## config.mk

```make
export PLATFORM = sky130hd
export DESIGN_NAME = mem_dump_reader
export DESIGN_NICKNAME = d
export VERILOG_FILES = /design/src/rtl/mem_dump_reader_pkg.sv /design/src/rtl/mem_dump_reader_timer.sv /design/src/rtl/mem_dump_reader.sv
export SDC_FILE = /design/constraint.sdc
export NUM_CORES = 1
export LEC_CHECK = 0
export CAP_MARGIN = 20
export CORE_MARGIN = 2
export CORE_UTILIZATION = 40
export DETAILED_ROUTE_END_ITERATION = 7
export REMOVE_ABC_BUFFERS = 1
export SLEW_MARGIN = 20
export SYNTH_ARGS = -nofsm -noshare
export SYNTH_HDL_FRONTEND = slang
export SYNTH_SLANG_ARGS = --single-unit
```

## constraint.sdc

```tcl
create_clock -name clk_100mhz -period 5.55 [get_ports clk_100mhz]
set_input_delay 0.8325 -clock clk_100mhz [delete_from_list [all_inputs] [get_ports clk_100mhz]]
set_output_delay 0.8325 -clock clk_100mhz [all_outputs]
set_load 0.005 [all_outputs]
```

## src/rtl/mem_dump_reader_pkg.sv

```systemverilog
// Shared types and constants for the memory-dump reader and other memory-controller clients.
package mem_dump_reader_pkg;
   localparam int MEM_ADDR_W = 26;
   localparam int WIN_W      = 12;

   typedef enum logic [2:0] {IDLE, REQ, ACK, DATA, EMIT, CSUM, FIN} dump_state_t;

   typedef struct packed {
      logic                  read;
      logic [MEM_ADDR_W-1:0] address;
   } mem_req_t;
endpackage

```

## src/rtl/mem_dump_reader_timer.sv

```systemverilog
// mem_req_timer: loadable down-counter with expire flag for bounding memory-controller waits.
module mem_req_timer
   import mem_dump_reader_pkg::*;
#(
   parameter int TO_W = 10
) (
   input  logic            clk_100mhz,
   input  logic            rst,
   input  logic            load,
   input  logic [TO_W-1:0] load_val,
   input  logic            en,
   output logic            expired
);
   logic [TO_W-1:0] cnt;

   always_ff @(posedge clk_100mhz or posedge rst) begin
      if (rst)                     cnt <= '0;
      else if (load)               cnt <= load_val;
      else if (en && cnt != '0)    cnt <= cnt - 1'b1;
   end

   assign expired = (cnt == '0);
endmodule

```

## src/rtl/mem_dump_reader.sv

```systemverilog
// Walks a word window over the memory controller and streams each low byte on a valid/ready port.
// Define CHECKSUM_EN to append an 8-bit sum byte after the data bytes.
module mem_dump_reader
   import mem_dump_reader_pkg::*;
#(
   parameter int ADDR_W  = WIN_W,
   parameter int TIMEOUT = 1023,
   parameter int TO_W    = 10
) (
   input  logic                  clk_100mhz,
   input  logic                  rst,
   input  logic                  start,
   input  logic [ADDR_W-1:0]     base_addr,
   input  logic [ADDR_W:0]       length,
   output logic                  mem_read,
   output logic [MEM_ADDR_W-1:0] mem_address,
   input  logic [15:0]           mem_read_data,
   input  logic                  mem_busy,
   output logic [7:0]            byte_out,
   output logic                  byte_valid,
   input  logic                  byte_ready,
   output logic                  busy,
   output logic                  done,
   output logic                  error
);
   // Load value chosen so done lands TIMEOUT cycles after a stalled request pulse.
   localparam logic [TO_W-1:0] TO_LOAD = TO_W'(TIMEOUT - 2);

   dump_state_t       state, state_d;
   mem_req_t          req, req_d;
   logic [7:0]        byte_out_d;
   logic              byte_valid_d, busy_d, done_d, error_d;
   logic [ADDR_W:0]   idx, idx_d, len_q, len_d;
   logic [ADDR_W-1:0] base_q, base_d, win_addr;
   logic              tmr_load, tmr_en, tmr_expired;
   logic              unused_hi;
`ifdef CHECKSUM_EN
   logic [7:0]        csum, csum_d;
`endif

   assign win_addr    = base_q + idx[ADDR_W-1:0];
   assign mem_read    = req.read;
   assign mem_address = req.address;
   assign unused_hi   = &{1'b0, mem_read_data[15:8]};

   assign tmr_en   = (state == REQ) || (state == ACK) || (state == DATA);
   assign tmr_load = (state_d != state) &&
                     ((state_d == REQ) || (state_d == ACK) || (state_d == DATA));

   mem_req_timer #(.TO_W(TO_W)) u_timer (
      .clk_100mhz (clk_100mhz),
      .rst        (rst),
      .load       (tmr_load),
      .load_val   (TO_LOAD),
      .en         (tmr_en),
      .expired    (tmr_expired)
   );

   always_comb begin
      state_d      = state;
      req_d        = req;
      req_d.read   = 1'b0;
      byte_out_d   = byte_out;
      byte_valid_d = byte_valid;
      busy_d       = busy;
      done_d       = 1'b0;
      error_d      = error;
      idx_d        = idx;
      base_d       = base_q;
      len_d        = len_q;
`ifdef CHECKSUM_EN
      csum_d       = csum;
`endif
      case (state)
         // The done cycle is already IDLE, so a start landing on it is dropped here.
         IDLE: if (start && !done) begin
            base_d  = base_addr;
            len_d   = length;
            idx_d   = '0;
            busy_d  = 1'b1;
            error_d = 1'b0;
`ifdef CHECKSUM_EN
            csum_d  = 8'h00;
            if (length == '0) begin
               state_d      = CSUM;
               byte_out_d   = 8'h00;
               byte_valid_d = 1'b1;
            end else state_d = REQ;
`else
            state_d = (length == '0) ? FIN : REQ;
`endif
         end
         REQ: begin
            if (tmr_expired) begin
               error_d = 1'b1;
               state_d = FIN;
            end else if (!mem_busy) begin
               req_d.read    = 1'b1;
               req_d.address = {{(MEM_ADDR_W-ADDR_W){1'b0}}, win_addr};
               state_d       = ACK;
            end
         end
         ACK: begin
            if (tmr_expired) begin
               error_d = 1'b1;
               state_d = FIN;
            end else if (mem_busy) state_d = DATA;
         end
         DATA: begin
            if (tmr_expired) begin
               error_d = 1'b1;
               state_d = FIN;
            end else if (!mem_busy) begin
               byte_out_d   = mem_read_data[7:0];
               byte_valid_d = 1'b1;
               state_d      = EMIT;
            end
         end
         EMIT: if (byte_ready) begin
            byte_valid_d = 1'b0;
            idx_d        = idx + 1'b1;
`ifdef CHECKSUM_EN
            csum_d       = csum + byte_out;
`endif
            if (idx_d == len_q) begin
`ifdef CHECKSUM_EN
               state_d      = CSUM;
               byte_out_d   = csum_d;
               byte_valid_d = 1'b1;
`else
               state_d      = FIN;
`endif
            end else state_d = REQ;
         end
`ifdef CHECKSUM_EN
         CSUM: if (byte_ready) begin
            byte_valid_d = 1'b0;
            state_d      = FIN;
         end
`endif
         FIN: begin
            busy_d  = 1'b0;
            done_d  = 1'b1;
            state_d = IDLE;
         end
         default: state_d = IDLE;
      endcase
   end

   always_ff @(posedge clk_100mhz or posedge rst) begin
      if (rst) begin
         state      <= IDLE;
         req        <= '0;
         byte_out   <= '0;
         byte_valid <= 1'b0;
         busy       <= 1'b0;
         done       <= 1'b0;
         error      <= 1'b0;
         idx        <= '0;
         base_q     <= '0;
         len_q      <= '0;
      end else begin
         state      <= state_d;
         req        <= req_d;
         byte_out   <= byte_out_d;
         byte_valid <= byte_valid_d;
         busy       <= busy_d;
         done       <= done_d;
         error      <= error_d;
         idx        <= idx_d;
         base_q     <= base_d;
         len_q      <= len_d;
      end
   end

`ifdef CHECKSUM_EN
   always_ff @(posedge clk_100mhz or posedge rst) begin
      if (rst) csum <= '0;
      else     csum <= csum_d;
   end
`endif
endmodule
```

# == Yosys cells after proc, flatten, opt, wreduce, memory -nomap -nowiden ==
# Index checks and enable logic that the tools add are counted.
# word_totals
n_memories,0
mem_bits_rw,0
rom_bits,0
output_inout_bits,39
latch_bits,0
register_bits,76
# classes
shifts,0
n_mux,29
multipliers,0
reduce_logical,25
n_addsub,3
div_mod_pow,0
n_lt_le_gt_ge,0
eq_ne,15
bitwise_logic,2
# ops
op,count
2-to-1 mux 27 bit,3
2-to-1 mux 3 bit,10
2-to-1 mux 13 bit,2
one-hot mux 13 bit (2 select lines),1
2-to-1 mux 10 bit,2
one-hot mux 3 bit (5 select lines),1
"adder 13 x 1 -> 13 bit, second input constant",1
== test 13 bit,1
zero test 13 bit,1
adder 12 bit,1
"== test 3 x 2 -> 1 bit, second input constant",4
AND reduction 3 bit,4
zero test 10 bit,1
nonzero test 10 bit,1
nonzero test 2 bit,5
"subtractor 10 x 1 -> 10 bit, second input constant",1
"inequality test 2 bit, second input constant",4
2-to-1 mux 1 bit,7
"== test 3 x 1 -> 1 bit, second input constant",2
"== test 3 bit, second input constant",2
one-hot mux 1 bit (2 select lines),3
logical OR 1 bit,4
AND reduction 2 bit,2
AND reduction 4 bit,1
other kinds (7),10

# == Longest topological paths before layout ==
# Gate-level depths: netlist of the first run.
# depth
ltp_word,10
ltp_mapped,12
ltp_nobuf,10

# == Hierarchy ==
# From an unflattened synthesis of the first run, not the netlist that was laid out.
# unflattened
hier_cells,435
hier_area_um2,4411.7
# by_module_without_submodules
mod,area_per_inst_um2,n_inst,cells_per_inst
mem_dump_reader,3756.1,1,366
mem_req_timer,655.6,1,69

# == Worst setup path before layout of the first run ==
# OpenSTA, ideal clock, no wires.
# synth_path
kind,flip-flop to flip-flop
from,register idx[0]
to,register u_timer.cnt[2]
stages_incl_launch_ff,13
slack_ns,3.169
required_ns,5.411
n_path_buf,4
setup_ns,0.139
t_arrival_ns,2.243
synth_period_minus_slack_ns,2.381
path_cell_list,dfrtp_1 > ha_1 > buf_4 > and4_2 > buf_2 > and2_1 > clkbuf_1 > xnor2_1 > a211oi_1 > o211a_1 > nand2b_4 > buf_8 > nand4_1
# synth_between
elab_chain_cells,10
# synth_rtl
item,line,rtl
start: declaration,mem_dump_reader.sv:33,"logic [ADDR_W:0] idx, idx_d, len_q, len_d;"
start signal: assignment,mem_dump_reader.sv:170,idx <= idx_d;
adder 13 x 1 -> 13 bit *,mem_dump_reader.sv:121,idx_d = idx + 1'b1;
== test 13 bit *,mem_dump_reader.sv:125,if (idx_d == len_q) begin
2-to-1 mux 3 bit *,mem_dump_reader.sv:125,
2-to-1 mux 3 bit *,mem_dump_reader.sv:119,EMIT: if (byte_ready) begin
one-hot mux 3 bit (5 select lines) *,mem_dump_reader.sv:74,case (state)
== test 3 x 1 -> 1 bit or == test 3 x 2 -> 1 bit (tied branches),mem_dump_reader.sv:48,((state_d == REQ) || (state_d == ACK) || (state_d == DATA));
logical OR 1 bit (2 in a row),mem_dump_reader.sv:48,
logical AND 1 bit *,mem_dump_reader.sv:47,assign tmr_load = (state_d != state) &&
2-to-1 mux 10 bit or nonzero test 2 bit (tied branches),n/a,
end signal: assignment,mem_dump_reader_timer.sv:18,else if (load) cnt <= load_val;
end signal: assignment,mem_dump_reader_timer.sv:19,else if (en && cnt != '0) cnt <= cnt - 1'b1;
end: declaration,mem_dump_reader_timer.sv:14,logic [TO_W-1:0] cnt;
# Every way passes the cells marked *; elsewhere a longest branch is shown, timed or not.
# A chain may end at the register's enable or synchronous reset.

# == Final worst setup path of the first run ==
# layout_path
from,register state[0]
to,register u_timer.cnt[1]
# layout_between
elab_chain_cells,8
# layout_rtl
item,line,rtl
start: declaration,mem_dump_reader.sv:29,"dump_state_t state, state_d;"
start signal: assignment,mem_dump_reader.sv:163,state <= state_d;
2-to-1 mux 3 bit (on tied branches),"mem_dump_reader.sv:113, mem_dump_reader.sv:97, mem_dump_reader.sv:107",
2-to-1 mux 3 bit (on tied branches),"mem_dump_reader.sv:110, mem_dump_reader.sv:94, mem_dump_reader.sv:104",
one-hot mux 3 bit (5 select lines),mem_dump_reader.sv:74,
== test 3 x 1 -> 1 bit or == test 3 x 2 -> 1 bit (tied branches),mem_dump_reader.sv:48,
logical OR 1 bit (2 in a row),mem_dump_reader.sv:48,
logical AND 1 bit,mem_dump_reader.sv:47,
2-to-1 mux 10 bit or nonzero test 2 bit (tied branches),n/a,
# Parallel ways exist; a longest one is shown, timed or not.

==> results of run 1 <==
-- how the worst max path moves through the flow --
stage                                end      from
after floorplan                base_q[0]       rst
after CTS                 u_timer.cnt[1]  state[0]
final                     u_timer.cnt[1]  state[0]
after global placement    u_timer.cnt[1]     start
after detailed placement  u_timer.cnt[1]     start
after global routing      u_timer.cnt[1]  state[0]
-- through the flow --
stage | instances | utilization [%] | area (um^2) | total power [uW] | hold WS, ns
final | 671 | 48.5 | 5210 | 2240 | 0.481
after global routing | 671 | 48.5 | 5210 | 2440 | 0.517
after CTS | 671 | 48.5 | 5210 | 2280 | 0.487
after detailed placement | 655 | 46.3 | 4980 | 1760 | 0.468
after global placement | 655 | 46.3 | 4980 | 1730 | 0.461
after floorplan | 451 | - | 4170 | 1410 | 0.450
-- registers in the layout, indices dropped and copies added (netlist names), 3 cells and up --
signal and flops:
base_q 12, byte_out 8, idx 13, len_q 13
mem_address 12, state 3, u_timer.cnt 10
-- routing by layer --
metal | up-vias | GRT usage, % | wire [um]
li1 | 1721 | - | -
met1 | 1636 | 21.3 | 4310
met2 | 79 | 29.9 | 4620
met3 | 8 | 4.76 | 543
met4 | 0 | 4.67 | 93
met5 | - | 0 | 0
-- layout by cell type (no fill, tap or decap), types with 6 or more instances in the layout --
cell,count
sky130_fd_sc_hd__a211oi_1,7
sky130_fd_sc_hd__a21oi_1,10
sky130_fd_sc_hd__clkbuf_8,9
sky130_fd_sc_hd__clkdlybuf4s50_1,62
sky130_fd_sc_hd__conb_1,14
sky130_fd_sc_hd__dfrtp_1,76
sky130_fd_sc_hd__ha_1,13
sky130_fd_sc_hd__inv_1,15
sky130_fd_sc_hd__mux2_2,8
sky130_fd_sc_hd__nand2_1,107
sky130_fd_sc_hd__nand3_1,21
sky130_fd_sc_hd__nand4_1,7
sky130_fd_sc_hd__nor2_1,15
sky130_fd_sc_hd__nor3_1,6
sky130_fd_sc_hd__nor3b_1,6
sky130_fd_sc_hd__o21ai_0,30
sky130_fd_sc_hd__o31ai_1,8
sky130_fd_sc_hd__xnor2_1,16
sky130_fd_sc_hd__xor2_1,19
-- power by group through the flow --
stage | registers [uW] | logic (uW) | clock network [uW]
final | 890 | 855 | 498
after global routing | 919 | 984 | 536
after detailed placement | 900 | 864 | 0
after floorplan | 872 | 538 | 0
after global placement | 890 | 844 | 0
after CTS | 891 | 870 | 518
-- cells by family (layout without fill, tap and decap cells) --
family | Yosys count | after routing
compound gates | 83 | 83
xor+xnor | 35 | 35
fa+ha+maj | 14 | 14
buf+inv | 54 | 96
flops | 76 | 76
mux | 8 | 8
other cells | 1 | 14
simple gates | 205 | 205
-- layout make-up --
| class | instances | area share [%] |
|---|---|---|
| inverter | 16 | 1.18 |
| multi-input combinational | 359 | 42.3 |
| timing repair buffer | 64 | 12.2 |
| tap | 140 | 3.36 |
| clock inverter | 5 | 1.92 |
| sequential | 76 | 36.5 |
| clock buffer | 11 | 2.52 |
-- worst min-delay path, stage by stage (launching register included) --
cell and delay [ns]:
sky130_fd_sc_hd__dfrtp_1 0.34, sky130_fd_sc_hd__nand2_1 0.05, sky130_fd_sc_hd__nand2_1 0.06
==> impl_metrics.env, run 1 <==
export IMPL_grt_resource_usage_total_pct=17.3
export IMPL_cp_slowest_cell="sky130_fd_sc_hd__nand3_2"
export IMPL_tritoncts_buffers=9
export IMPL_first_pass_grt_wire_length_um=16000
export IMPL_sequential_cell_area_um2=1900
export IMPL_power_leakage_uw=0.00236
export IMPL_postSynth_asyncResetShare_pct=100
export IMPL_design_portCount=85
export IMPL_fill_cells=1084
export IMPL_rr_startpoint="state[0]"
export IMPL_worst_ir_drop_vdd_mv=0.214
export IMPL_worstSetupEndpointType="flip-flop"
export IMPL_finalWorstPathRequiredPeriod_ns=3.07
export IMPL_synth_adder_area_share_pct=4.19
export IMPL_antenna_left=0
export IMPL_floorplan_die_area_um2=11800
export IMPL_clock_power_share_pct=22.2
export IMPL_hold_path_startpoint="byte_valid"
export IMPL_route_final_wire_length_um=9570
export IMPL_final_max_slew_violation_count=0
export IMPL_synth_lib_cells_used_distinct=66
export IMPL_yosys_warnings=0
export IMPL_crit_reg2reg_capture="u_timer.cnt[1]"
export IMPL_worst_hold_path_endpoint="byte_valid"
export IMPL_route_detailed_drc=0
export IMPL_num_rows=38
export IMPL_antenna_diode_count=0
export IMPL_ctsHoldBuffers=0
export IMPL_cell_internal_pwr_uw=1460
export IMPL_p_sw_share_pct=35.0
export IMPL_synth_simple_gate_area_share_pct=23.6
export IMPL_die_y_um=108
export IMPL_reg2regPathDepth=7
export IMPL_starting_density_of_the_core_pct=40.6
export IMPL_grt_pass1_vias=3409
export IMPL_clk_pin_slew_worst_setup_hold_paths_ns=0.08
export IMPL_synth_compound_area_share_pct=12.5
export IMPL_cp_top_family="simple AND/OR/NAND/NOR gates"
export IMPL_clock_tree_buffer_depth=2
export IMPL_layout_nets=586
export IMPL_timing_fmax_mhz=326
export IMPL_drtIter0Drc=133
export IMPL_route_detailed_wl_per_inst_um=14.3
export IMPL_cp_data_arrival_time_ns=3.31
export IMPL_synth_area_um2=4360
export IMPL_drive_above_1_share_pct=7.53
export IMPL_cts_htree_levels=3
export IMPL_max_cap_viol_count=0
export IMPL_worstPathCellList="nor2_2 > nand3_2 > nor2_1 > o22ai_1 > a32oi_1 > nand2_1 > and3_2"
export IMPL_placement_setup_worst_slack_ns=2.15
export IMPL_list_of_most_frequent_post_synthesis_cells="107 x sky130_fd_sc_hd__nand2_1, 76 x sky130_fd_sc_hd__dfrtp_1, 30 x sky130_fd_sc_hd__o21ai_0, 21 x sky130_fd_sc_hd__nand3_1, 19 x sky130_fd_sc_hd__xor2_1"
export IMPL_antenna_found_initial=0
export IMPL_outcome="finished clean"
export IMPL_die_w_um=108
export IMPL_worst_skew_pair_late_latency_ns=0.35
export IMPL_synth_mux_area_share_pct=2.06
export IMPL_area_delta_synth_final_pct=19.4
export IMPL_numPortBuffers=62
export IMPL_drt_pass1_iterations=4
export IMPL_synth_seq_area_share_pct=43.6
export IMPL_finalCritPeriodShare_pct=55.3
export IMPL_setup_repair_after_global_routing_missed_its_margin="no"
export IMPL_hp_class="reg2reg"
export IMPL_holdPathStages=2
export IMPL_setup_viol_count_final=0
export IMPL_p_sw_uw=784
export IMPL_worst_slack_ns=2.48
export IMPL_netlist_top_cells_area="sky130_fd_sc_hd__dfrtp_1 44%, sky130_fd_sc_hd__nand2_1 9.2%, sky130_fd_sc_hd__xor2_1 3.8%"
export IMPL_dp_final_hpwl_um=6790
export IMPL_most_frequent_cell_after_synthesis="sky130_fd_sc_hd__nand2_1"
export IMPL_timing_critical_path_depth=7
export IMPL_totalNegativeSetupSlack_ns=0
export IMPL_cts_root_buffer="sky130_fd_sc_hd__clkbuf_8"
export IMPL_ys_dominant_reg_cell="sky130_fd_sc_hd__dfrtp_1"
export IMPL_route_vias_total=3444
export IMPL_worst_setup_path_start_kind="flip-flop"
export IMPL_synth_top_family_by_area="simple AND/OR/NAND/NOR gates"
export IMPL_synth_edff_count=0
export IMPL_pin_count_of_the_biggest_net_entering_global_routing=48
export IMPL_power_density_nw_per_um2=430
export IMPL_cts_sink_count=76
export IMPL_post_cts_resize_count=0
export IMPL_power_share_combinational_pct=38.1
export IMPL_tritoncts="built"
export IMPL_worstPathBufferInverterCount=0
export IMPL_grt_overflow=0
export IMPL_post_synthesis_mean_instance_area_um2=9.17
export IMPL_criticalPathCategory="reg2reg"
export IMPL_yosys_area_share_xor_xnor_pct=7.02
export IMPL_post_synth_top_area_fraction_pct=43.6
export IMPL_worst_path_max_fanout=28
export IMPL_hold_viol=0
export IMPL_finalClockSkew_ns=0.0107
export IMPL_cpPeakStageDelay_ns=0.63
export IMPL_synth_cells=476
export IMPL_core_area_um2=10700
export IMPL_globalplace_congestion=0.779
export IMPL_synth_top_cell_by_area="sky130_fd_sc_hd__dfrtp_1"
export IMPL_power_frac_seq_pct=39.7
export IMPL_number_of_storage_elements_in_the_synthesis_netlist=76
export IMPL_worst_endpoint_required_ns=5.80
export IMPL_via_per_inst=5.13
export IMPL_worst_r2r_setup_slack_ns=2.48
export IMPL_multiInputGateArea_um2=2210
export IMPL_cts_repair_timing_setup_buffer_count=0
export IMPL_worst_rel_slew_slack_pct=41.1
export IMPL_tightestPinTransition_ns=0.880
Power figures use the tool's default switching activity.
==> run 2, diff against run 1 <==
Clock period 5.55 ns to 2.9 ns, I/O delays scaled along.
==> impl_metrics.env, run 2 (synthesis results as in run 1) <==
export IMPL_largest_registers="idx (13), len_q (13)"
export IMPL_cts_htree_levels=3
export IMPL_tritoncts_buffers=9
export IMPL_floorplan_die_area_um2=11800
export IMPL_tritoncts="built"
export IMPL_drt_pass1_iterations=4
export IMPL_totalNegativeSetupSlack_ns=0
export IMPL_grt_pass1_vias=3417
export IMPL_numPlacedInstances=664
export IMPL_worst_r2r_setup_slack_ns=0.26
export IMPL_final_cell_mix="107 x sky130_fd_sc_hd__nand2_1, 76 x sky130_fd_sc_hd__dfrtp_1, 62 x sky130_fd_sc_hd__clkdlybuf4s50_1"
export IMPL_die_w_um=108
export IMPL_max_cap_viol_count=0
export IMPL_drive_above_1_share_pct=8.92
export IMPL_mostFrequentLayoutCell="sky130_fd_sc_hd__nand2_1"
export IMPL_starting_density_of_the_core_pct=40.6
export IMPL_crit_reg2reg_capture="mem_address[10]"
export IMPL_route_vias_total=3459
export IMPL_tightestPinTransition_ns=0.630
export IMPL_finalCritPeriodShare_pct=90.9
export IMPL_cts_repair_timing_setup_buffer_count=0
export IMPL_cp_data_arrival_time_ns=2.92
export IMPL_route_detailed_drc=0
export IMPL_drtIter0Drc=99
export IMPL_outcome="finished clean"
export IMPL_reg2regPathDepth=10
export IMPL_num_rows=38
export IMPL_power_leakage_uw=0.00239
export IMPL_cts_root_buffer="sky130_fd_sc_hd__clkbuf_8"
export IMPL_layout_nets=595
export IMPL_dp_final_hpwl_um=6890
export IMPL_timing_fmax_mhz=379
export IMPL_antenna_diode_count=0
export IMPL_power_density_nw_per_um2=797
export IMPL_clock_tree_buffer_depth=2
export IMPL_numPortBuffers=62
export IMPL_route_detailed_wl_per_inst_um=14.2
export IMPL_pin_count_of_the_biggest_net_entering_global_routing=55
export IMPL_worst_setup_path_start_kind="flip-flop"
export IMPL_route_final_wire_length_um=9620
export IMPL_first_pass_grt_wire_length_um=16000
export IMPL_area_delta_synth_final_pct=20.3
export IMPL_worst_path_max_fanout=7
export IMPL_criticalPathCategory="reg2reg"
export IMPL_worst_skew_pair_late_latency_ns=0.35
export IMPL_post_cts_resize_count=0
export IMPL_final_max_slew_violation_count=0
export IMPL_cts_sink_count=76
export IMPL_globalplace_congestion=0.762
export IMPL_ctsHoldBuffers=0
export IMPL_design_portCount=85
export IMPL_grt_resource_usage_total_pct=17.3
export IMPL_rr_startpoint="idx[0]"
export IMPL_core_area_um2=10700
export IMPL_via_per_inst=5.10
export IMPL_setup_viol_count_final=0
export IMPL_worstSetupEndpointType="flip-flop"
export IMPL_worst_endpoint_required_ns=3.19
export IMPL_worst_rel_slew_slack_pct=56.9
export IMPL_worst_ir_drop_vdd_mv=0.421
export IMPL_stdcell_count=678
export IMPL_finalClockSkew_ns=0.00749
export IMPL_hp_class="in2async"
export IMPL_grt_overflow=0
export IMPL_die_y_um=108
export IMPL_antenna_found_initial=0
export IMPL_setup_repair_after_global_routing_missed_its_margin="no"
export IMPL_worst_setup_path_startpoint="idx[0]"
export IMPL_clk_pin_slew_worst_setup_hold_paths_ns=0.07
export IMPL_hold_viol=0
export IMPL_antenna_left=0
export IMPL_finalWorstPathRequiredPeriod_ns=2.64
==> run 2: how the worst max path moves through the flow <==
| stage | endpoint |
|---|---|
| floorplan | base_q[0] |
| global placement | u_timer.cnt[2] |
| detailed placement | u_timer.cnt[4] |
| CTS | mem_address[10] |
| global route | mem_address[10] |
| finish | mem_address[10] |
==> run 2: report_power, final <==
part	internal, uW	switching (uW)
Sequential	1420	277
Combinational	847	850
Clock	434	357
==> run 2: stage by stage <==
| stage | worst slack, ns | total power, uW | hold WS, ns | utilization [%] | area, um^2 |
|---|---|---|---|---|---|
| 3_5_place_dp | 0.270 | 3430 | 0.467 | 47.1 | 5060 |
| 3_3_place_gp | 0.309 | 3370 | 0.462 | 47.1 | 5060 |
| 6_report | 0.265 | 4180 | 0.424 | 48.8 | 5250 |
| 5_1_grt | 0.110 | 4540 | 0.465 | 48.8 | 5250 |
| 4_1_cts | 0.254 | 4240 | 0.437 | 48.8 | 5250 |
| 2_1_floorplan | 0.527 | 2700 | 0.450 | - | 4170 |
==> run 2: worst max-delay path, cell delays in order (launching register included) <==
cell                       delay [ns]
sky130_fd_sc_hd__dfrtp_1         0.46
sky130_fd_sc_hd__ha_1            0.27
sky130_fd_sc_hd__inv_1           0.09
sky130_fd_sc_hd__fa_1            0.21
sky130_fd_sc_hd__nor2b_1         0.05
sky130_fd_sc_hd__o21ai_0         0.20
sky130_fd_sc_hd__a21boi_1        0.14
sky130_fd_sc_hd__o31a_1          0.29
sky130_fd_sc_hd__o211a_1         0.25
sky130_fd_sc_hd__or4_1           0.51
sky130_fd_sc_hd__nand3_1         0.09
==> run 2: cell type report <==
| cell class | count | area (um^2) |
|---|---|---|
| fillers | 1074 | 5500 |
| multi-input cells | 359 | 2210 |
| flip-flops and latches | 76 | 1900 |
| repair buffers | 73 | 716 |
| well taps | 140 | 175 |
| clock buffers | 12 | 155 |
| inverters | 16 | 60.1 |
| clock inverters | 2 | 35.0 |
==> run 2: routing by layer <==
metal | up-vias | routed length [um] | GRT usage (%)
li1 | 1730 | - | -
met1 | 1637 | 4360 | 21.1
met2 | 80 | 4540 | 29.0
met3 | 12 | 599 | 5.79
met4 | 0 | 121 | 5.59
met5 | - | 0 | 0
